## src/rtl/mastermind_scorer.sv

```systemverilog
// Mastermind scoring engine: holds the secret, scores guesses one peg per cycle
// (exact matches first, then colour-only matches), and tracks guess count and win/lose.
module mastermind_scorer #(
   parameter  int PEGS        = 4,
   parameter  int COLOR_W     = 3,
   parameter  int MAX_GUESSES = 8,
   localparam int CNT_W       = $clog2(PEGS + 1),
   localparam int GC_W        = $clog2(MAX_GUESSES + 1)
) (
   input  logic                    clk,
   input  logic                    reset,
   input  logic                    new_game,
   input  logic [PEGS*COLOR_W-1:0] code_in,
   input  logic                    start,
   input  logic [PEGS*COLOR_W-1:0] guess_in,
   output logic                    busy,
   output logic                    done,
   output logic [CNT_W-1:0]        red,
   output logic [CNT_W-1:0]        white,
   output logic [GC_W-1:0]         guess_count,
   output logic                    win,
   output logic                    lose
);

   localparam int IDX_W  = $clog2(PEGS);
   localparam int CODE_W = PEGS * COLOR_W;

   typedef enum logic [1:0] {
      IDLE  = 2'd0,
      RED   = 2'd1,
      WHITE = 2'd2,
      OVER  = 2'd3
   } state_t;

   state_t              state_q;
   logic [CODE_W-1:0]   secret_q;
   logic [CODE_W-1:0]   guess_q;
   logic [PEGS-1:0]     code_used_q;
   logic [PEGS-1:0]     guess_used_q;
   logic [IDX_W-1:0]    idx_q;
   logic [CNT_W-1:0]    red_acc_q;
   logic [CNT_W-1:0]    white_acc_q;
   logic [CNT_W-1:0]    red_q;
   logic [CNT_W-1:0]    white_q;
   logic [GC_W-1:0]     guess_count_q;
   logic                busy_q;
   logic                done_q;
   logic                win_q;
   logic                lose_q;

   logic [COLOR_W-1:0]  sec_peg_s;
   logic [COLOR_W-1:0]  gue_peg_s;
   logic                last_s;
   logic                red_hit_s;
   logic                white_hit_s;
   logic [PEGS-1:0]     white_sel_s;
   logic [PEGS-1:0]     guess_used_d;
   logic [CNT_W-1:0]    red_acc_d;
   logic [CNT_W-1:0]    white_acc_d;
   logic [GC_W-1:0]     guess_count_d;
   logic                win_s;
   logic                lose_s;

   // Per-peg match logic; the white search picks the lowest free guess peg of the same colour.
   always_comb begin
      sec_peg_s     = secret_q[int'(idx_q) * COLOR_W +: COLOR_W];
      gue_peg_s     = guess_q[int'(idx_q) * COLOR_W +: COLOR_W];
      last_s        = (idx_q == IDX_W'(PEGS - 1));
      red_hit_s     = (sec_peg_s == gue_peg_s);
      white_hit_s   = 1'b0;
      white_sel_s   = '0;
      for (int j = 0; j < PEGS; j++) begin
         white_sel_s[j] = !code_used_q[idx_q] && !white_hit_s && !guess_used_q[j] &&
                          (guess_q[j*COLOR_W +: COLOR_W] == sec_peg_s);
         white_hit_s    = white_hit_s | white_sel_s[j];
      end
      guess_used_d  = guess_used_q | white_sel_s;
      red_acc_d     = red_acc_q + CNT_W'(red_hit_s);
      white_acc_d   = white_acc_q + CNT_W'(white_hit_s);
      guess_count_d = guess_count_q + GC_W'(1);
      win_s         = (red_acc_q == CNT_W'(PEGS));
      lose_s        = !win_s && (guess_count_d == GC_W'(MAX_GUESSES));
   end

   // Scoring FSM with all outputs registered.
   always_ff @(posedge clk) begin
      if (reset) begin
         state_q       <= IDLE;
         secret_q      <= '0;
         guess_q       <= '0;
         code_used_q   <= '0;
         guess_used_q  <= '0;
         idx_q         <= '0;
         red_acc_q     <= '0;
         white_acc_q   <= '0;
         red_q         <= '0;
         white_q       <= '0;
         guess_count_q <= '0;
         busy_q        <= 1'b0;
         done_q        <= 1'b0;
         win_q         <= 1'b0;
         lose_q        <= 1'b0;
      end else if (new_game) begin
         state_q       <= IDLE;
         secret_q      <= code_in;
         red_q         <= '0;
         white_q       <= '0;
         guess_count_q <= '0;
         busy_q        <= 1'b0;
         done_q        <= 1'b0;
         win_q         <= 1'b0;
         lose_q        <= 1'b0;
      end else begin
         done_q <= 1'b0;
         case (state_q)
            IDLE: begin
               if (start) begin
                  guess_q      <= guess_in;
                  code_used_q  <= '0;
                  guess_used_q <= '0;
                  idx_q        <= '0;
                  red_acc_q    <= '0;
                  white_acc_q  <= '0;
                  busy_q       <= 1'b1;
                  state_q      <= RED;
               end
            end
            RED: begin
               if (red_hit_s) begin
                  code_used_q[idx_q]  <= 1'b1;
                  guess_used_q[idx_q] <= 1'b1;
               end
               red_acc_q <= red_acc_d;
               if (last_s) begin
                  idx_q   <= '0;
                  state_q <= WHITE;
               end else begin
                  idx_q <= idx_q + IDX_W'(1);
               end
            end
            WHITE: begin
               guess_used_q <= guess_used_d;
               white_acc_q  <= white_acc_d;
               if (last_s) begin
                  red_q         <= red_acc_q;
                  white_q       <= white_acc_d;
                  guess_count_q <= guess_count_d;
                  done_q        <= 1'b1;
                  busy_q        <= 1'b0;
                  win_q         <= win_s;
                  lose_q        <= lose_s;
                  idx_q         <= '0;
                  state_q       <= (win_s || lose_s) ? OVER : IDLE;
               end else begin
                  idx_q <= idx_q + IDX_W'(1);
               end
            end
            OVER: begin
               state_q <= OVER;
            end
            default: begin
               state_q <= IDLE;
            end
         endcase
      end
   end

   assign busy        = busy_q;
   assign done        = done_q;
   assign red         = red_q;
   assign white       = white_q;
   assign guess_count = guess_count_q;
   assign win         = win_q;
   assign lose        = lose_q;

endmodule
```

## config.mk

```make
export PLATFORM = sky130hd
export DESIGN_NAME = mastermind_scorer
export DESIGN_NICKNAME = d
export VERILOG_FILES = /design/src/rtl/mastermind_scorer.sv
export SDC_FILE = /design/constraint.sdc
export NUM_CORES = 1
export LEC_CHECK = 0
export CAP_MARGIN = 20
export CORE_ASPECT_RATIO = 1.25
export CORE_MARGIN = 2
export CORE_UTILIZATION = 35
export DETAILED_ROUTE_END_ITERATION = 10
export HOLD_SLACK_MARGIN = 0.06
export PLACE_DENSITY = 0.54
export SYNTH_ARGS = -nofsm -noshare
export SYNTH_HDL_FRONTEND = slang
export SYNTH_SLANG_ARGS = --single-unit
```

## constraint.sdc

```tcl
create_clock -name clk -period 2.9 [get_ports clk]
set_input_delay 0.435 -clock clk [delete_from_list [all_inputs] [get_ports clk]]
set_output_delay 0.435 -clock clk [all_outputs]
set_load 0.02 [all_outputs]
```

# Word-level counts from Yosys, hierarchy flattened
# Index checks and enable logic that the tools add are counted.
[classes] n_addsub=4 n_mul=1 n_lt_le_gt_ge=2 eq_ne=15 shift=2 n_mux=24 n_bitwise=8 n_reduce_logical=40
[op_table] operator="indexed part select 12 x 32 -> 3 bit" n=1
[op_table] operator="AND reduction 3 bit" n=6
[op_table] operator="equality test 3 bit" n=5
[op_table] operator="logical AND 1 bit" n=13
[op_table] operator="two-way mux 2 bit" n=6
[op_table] operator="two-way mux 4 bit" n=3
[op_table] operator="OR 4 bit" n=3
[op_table] operator="case mux 3 bit (2 select lines)" n=2
[op_table] operator="case mux 4 bit (3 select lines)" n=1
[op_table] operator="indexed part select 12 x 5 -> 3 bit" n=1
[op_table] operator="logical NOT 1 bit" n=9
[op_table] operator="!= test 2 bit (second input constant)" n=4
[op_table] operator="case mux 2 bit (4 select lines)" n=1
[op_table] operator="case mux 4 bit (2 select lines)" n=1
[op_table] operator="AND reduction 4 bit" n=2
[op_table] operator="adder 3 x 1 -> 3 bit" n=2
[op_table] operator="equality test 2 bit (second input constant)" n=3
[op_table] operator="nonzero test 2 bit" n=3
[op_table] operator="two-way mux 1 bit" n=5
[op_table] operator="adder 4 x 1 -> 4 bit (second input constant)" n=1
[op_table] operator="equality test 4 bit (second input constant)" n=1
[op_table] operator="multiplier 2 x 2 -> 4 bit (second input constant)" n=1
[op_table] operator="case mux 2 bit (2 select lines)" n=1
[op_table] operator="OR reduction 2 bit" n=2
[op_table] operator="other kinds (16)" n=19
[word_totals] regBits=56 out_inout_bits=14

# Depth between registers and ports, before layout
[depth] depth_word=22 mapped_depth=14 mapped_depth_nobuf=12

# Worst setup path before layout
# Ideal clock, no wire load.
[synth_timing] path_type="register to register" from="reg idx_q[0]" to="reg white_acc_q[2]" setup_ns=0.128 t_arrival_ns=2.338 t_required_ns=2.772 slack_ns=0.435 path_stages_with_launch=15 path_buffers=2 cell_sequence="dfxtp_1 > buf_6 > mux4_2 > buf_6 > xnor2_1 > nand4_1 > nand2_1 > nor2_1 > nand2_1 > ha_1 > ha_1 > nand3_1 > o21ai_0 > a22oi_1 > nor2_1"
[synth_via] elab_chain_cells=22
[synth_lines] element="from (decl)" line_no="40" rtl="logic [IDX_W-1:0] idx_q;"
[synth_lines] element="from (signal assigned)" line_no="138" rtl="idx_q <= idx_q + IDX_W'(1);"
[synth_lines] element="from (signal assigned)" line_no="155" rtl="idx_q <= idx_q + IDX_W'(1);"
[synth_lines] element="branches (longest 19 deep; another with multiplier 2 x 2 -> 4 bit)"
[synth_lines] element="OR 1 bit *" line_no="75" rtl="white_hit_s = white_hit_s | white_sel_s[j];"
[synth_lines] element="adder 3 x 1 -> 3 bit *" line_no="79" rtl="white_acc_d = white_acc_q + CNT_W'(white_hit_s);"
[synth_lines] element="case mux 3 bit (2 select lines) *" line_no="115" rtl="case (state_q)"
[synth_lines] element="to (signal assigned)" line_no="143" rtl="white_acc_q <= white_acc_d;"
[synth_lines] element="to (decl)" line_no="42" rtl="logic [CNT_W-1:0] white_acc_q;"
# Mark *: on every way between the ends. The select of a mux whose other input is x is not followed.
# A chain may end at the register's enable or synchronous reset.

# Worst setup path in the final report
[layout_timing] from="reg idx_q[1]" to="reg white_acc_q[2]"
# Same word-level chain as after synthesis.

==> results_dict.tcl <==
set metrics [dict create \
    yosys_warnings 0 \
    drc_errors 0 \
    powerDensity_nw_per_um2 444 \
    syn_area_per_cell_um2 8.90 \
    place.port_buffers 41 \
    ys_ff_latch 56 \
    cts.htree.levels 2 \
    grt_max_degree 31 \
    final_nets 389 \
    ys_async_sr_fraction_pct 0 \
    endpoint "white_acc_q[2]" \
    final.setup.tns_ps 0 \
    totalWireLength_mm 6.11 \
    chipWidth_um 83.9 \
    report.final.slew_viol_count 0 \
    maxCapViolCount 0 \
    ir_drop_mv 0.229 \
    cts.sinks 56 \
    combPwrFrac_pct 15.2 \
    cp_top_family "multiplexers" \
    cts_tree "yes" \
    cp.depth 12 \
    dominantRegCellSynth "dfxtp_1" \
    final_core_util_pct 43.0 \
    path_clk_slew_ps 110 \
    antenna_cells 0 \
    busiest_layer "met2" \
    power.share.clock_pct 30.2 \
    grt.total_usage_pct 14.7 \
    std_cell_rows 36 \
    p_leak_nw 1.23 \
    gp_congestion 0.846 \
    die_h_um 104 \
    n_fill_cell 796 \
    place_hpwl_mm 4.73 \
    syn_nets 355 \
    routed-via-count 2172 \
    synth_enable_flop_cells 0 \
    cts-buffers-inserted 5 \
    finalSetupViolCount 0 \
    relSlewSlack_pct 65.0 \
    clk_path_buf_depth 2 \
    post_drt_wl_per_cell_um 13.8 \
    final_hold_viol_count 0 \
    setup_ws_ps 296 \
    fmax_ghz 0.384 \
    area_growth_pct 20.0 \
    grt_pass1_wl_mm 10.5 \
    synth.distinct_cells 41 \
    period_needed_ps 2600 \
    cp_cell_sequence "mux4_2 -> xnor2_1 -> nand4_1 -> nand2_1 -> nor2_1 -> nand2_1 -> ha_1 -> ha_1 -> nand3_1 -> o21ai_0 -> a22oi_1 -> nor2_1" \
    grt_use_met1_pct 17.8 \
    p_sw_mw 0.414 \
    reg2regPathDepth 12 \
    place_ws_ps 236 \
    layout-drive-gt1-share_pct 8.31 \
    crit_buf_inv 0 \
    endpoint_kind "register" \
    antenna_left 0 \
    synth_cells 314 \
    place_inst 436 \
    antenna_found_initial 0 \
    via_per_inst 4.89 \
    grt_overflow 0 \
    seqPwrFrac_pct 54.6 \
    path_max_fanout 5 \
    final_cells 444 \
    tightest_slew_ps 526 \
    hold_ws_ps 462 \
    finClkSkew_ps 10.1 \
    path_class "reg2reg" \
    startpoint_type "register" \
    dieArea_um2 8720 \
    post_cts_buffers 0 \
    yosysSeqAreaShare_pct 40.1 \
    r2r_end "white_acc_q[2]" \
    cp_slowest_cell "mux4_2" \
    crit_start "idx_q[1]" \
    switching_share_pct 27.8 \
    met2_usage_pct 26.2 \
    insertion_delay_ps 320 \
    grt_pass1_vias 2148 \
    start_util_pct 35.9 \
    period_share_pct 89.8 \
    drt-initial-drc-count 69 \
    critPathArrivalTime_ps 2820 \
    dr.pass1.iters 4 \
    grt.met3_usage_pct 2.78 \
    ios 42 \
    hold_path.class "reg2reg" \
    r2r-start "idx_q[1]" \
    slowest_delay_ps 650 \
    syn_area_um2 2800 \
    rsz0062_at_grt "false" \
    status "finished clean" \
    design.core.area_um2 7790 \
    internal_power_mw 1.08 \
    rrSetupSlack_ps 300 \
    cts-root-buf "clkbuf_8" \
    cp.required_ps 3120 \
]
## registers in the layout, indices dropped and copies added, names as in the netlist
name and count:
guess_q 12, secret_q 12, code_used_q 4, guess_count 4, guess_used_q 4, red 3
red_acc_q 3, white 3, white_acc_q 3, idx_q 2, state_q 2, busy 1
done 1, lose 1, win 1
## cell usage in the layout (no fill, tap or decap), types with 2 or more instances in the layout
master / Yosys / routed
mux2i_1: 13 / 13
a32oi_1: 2 / 2
nor3b_1: 2 / 2
nand4_1: 4 / 4
xnor2_1: 13 / 13
nor3_1: 2 / 2
o21ai_0: 6 / 6
mux4_2: 3 / 3
nand3b_1: 2 / 2
nand2_1: 50 / 50
a22oi_1: 3 / 3
nand2b_1: 2 / 2
inv_1: 10 / 10
buf_4: 0 / 6
nand3_1: 6 / 6
a21oi_1: 35 / 35
xnor2_2: 2 / 2
clkdlybuf4s50_1: 0 / 41
clkbuf_8: 0 / 5
nor2b_1: 2 / 2
nor2_1: 43 / 43
and3_1: 2 / 2
ha_1: 13 / 13
xor2_1: 4 / 4
mux4_1: 4 / 4
or2_2: 2 / 2
dfxtp_1: 56 / 55
## synthesized netlist by cell type (2+ instances only)
cell type | number | area (µm²)
nand2b_1 | 2 | 12.5
buf_6 | 4 | 45.0
nand4_1 | 4 | 25.0
nor3b_1 | 2 | 15.0
or2_2 | 2 | 12.5
nor3_1 | 2 | 10.0
a21oi_1 | 35 | 175
a22oi_1 | 3 | 22.5
mux4_2 | 3 | 67.6
xnor2_1 | 13 | 114
o21ai_0 | 6 | 30.0
nand2_1 | 50 | 188
inv_1 | 10 | 37.5
a32oi_1 | 2 | 17.5
nor2b_1 | 2 | 12.5
dfxtp_1 | 56 | 1120
clkbuf_1 | 14 | 52.6
ha_1 | 13 | 163
nand3b_1 | 2 | 15.0
nand3_1 | 6 | 30.0
and3_1 | 2 | 12.5
mux2i_1 | 13 | 130
xor2_1 | 4 | 35.0
xnor2_2 | 2 | 32.5
mux4_1 | 4 | 105
nor2_1 | 43 | 161
## repair_timing
item                                    CTS  global route
hold buffers                              0             0
endpoints found under the hold margin     0             0
resized for setup                         0             1
endpoints found under the setup margin    0             1
## how the worst min path moves through the flow
stage	from	to	slack (ps)	cells after the start
floorplan	guess_used_q[1]	guess_used_q[1]	420	2
global placement	red[1]	red[1]	440	2
finish	red[2]	red[2]	460	2
detailed placement	white[0]	white[0]	450	2
CTS	white[0]	white[0]	470	2
global route	white[1]	white[1]	490	2
## layout make-up
type | instances | area (µm²) | area share, %
Clock buffer | 5 | 68.8 | 2.05
Clock inverter | 3 | 21.3 | 0.634
Inverter | 10 | 37.5 | 1.12
Multi-Input combinational cell | 228 | 1530 | 45.6
Sequential cell | 56 | 1120 | 33.5
Tap cell | 95 | 119 | 3.54
Timing Repair Buffer | 47 | 455 | 13.6
## metrics by stage
| stage | power (mW) | area, µm² |
|---|---|---|
| final | 1.49 | 3350 |
| after global routing | 1.56 | 3350 |
| after CTS | 1.52 | 3350 |
| after detailed placement | 1.06 | 3260 |
| after global placement | 1.06 | 3260 |
| after floorplan | 0.985 | 2800 |
## worst reg2reg max path: stages, from the launching register on
cell and delay (ps):
dfxtp_1 440, mux4_2 650, xnor2_1 170, nand4_1 150
nand2_1 90, nor2_1 100, nand2_1 80, ha_1 190
ha_1 210, nand3_1 80, o21ai_0 80, a22oi_1 180
nor2_1 60
## kinds of logic (layout without fill, tap and decap cells)
logic type      after synthesis  count (layout)  share of synthesized area [%]
xor+xnor                     19              19                           6.49
flops                        56              56                           40.1
simple gates                121             121                           19.4
mux                          20              20                           10.8
fa+ha+maj                    13              13                           5.82
buf+inv                      30              65                           5.15
compound gates               55              55                           12.2
## power by group through the flow
stage | Sequential [mW] | Clock [mW] | Combinational, mW
floorplan | 0.823 | 0 | 0.161
global placement | 0.832 | 0 | 0.227
detailed placement | 0.832 | 0 | 0.230
CTS | 0.814 | 0.470 | 0.231
global route | 0.817 | 0.491 | 0.256
finish | 0.814 | 0.450 | 0.227
## metal layers
metal  wire [µm]  vias up
met1        2770      994
met2        3060       44
met3         204        6
met4          76        0
li1            -     1128
met5           0        -
No activity file was read; power rests on OpenSTA's default activity.
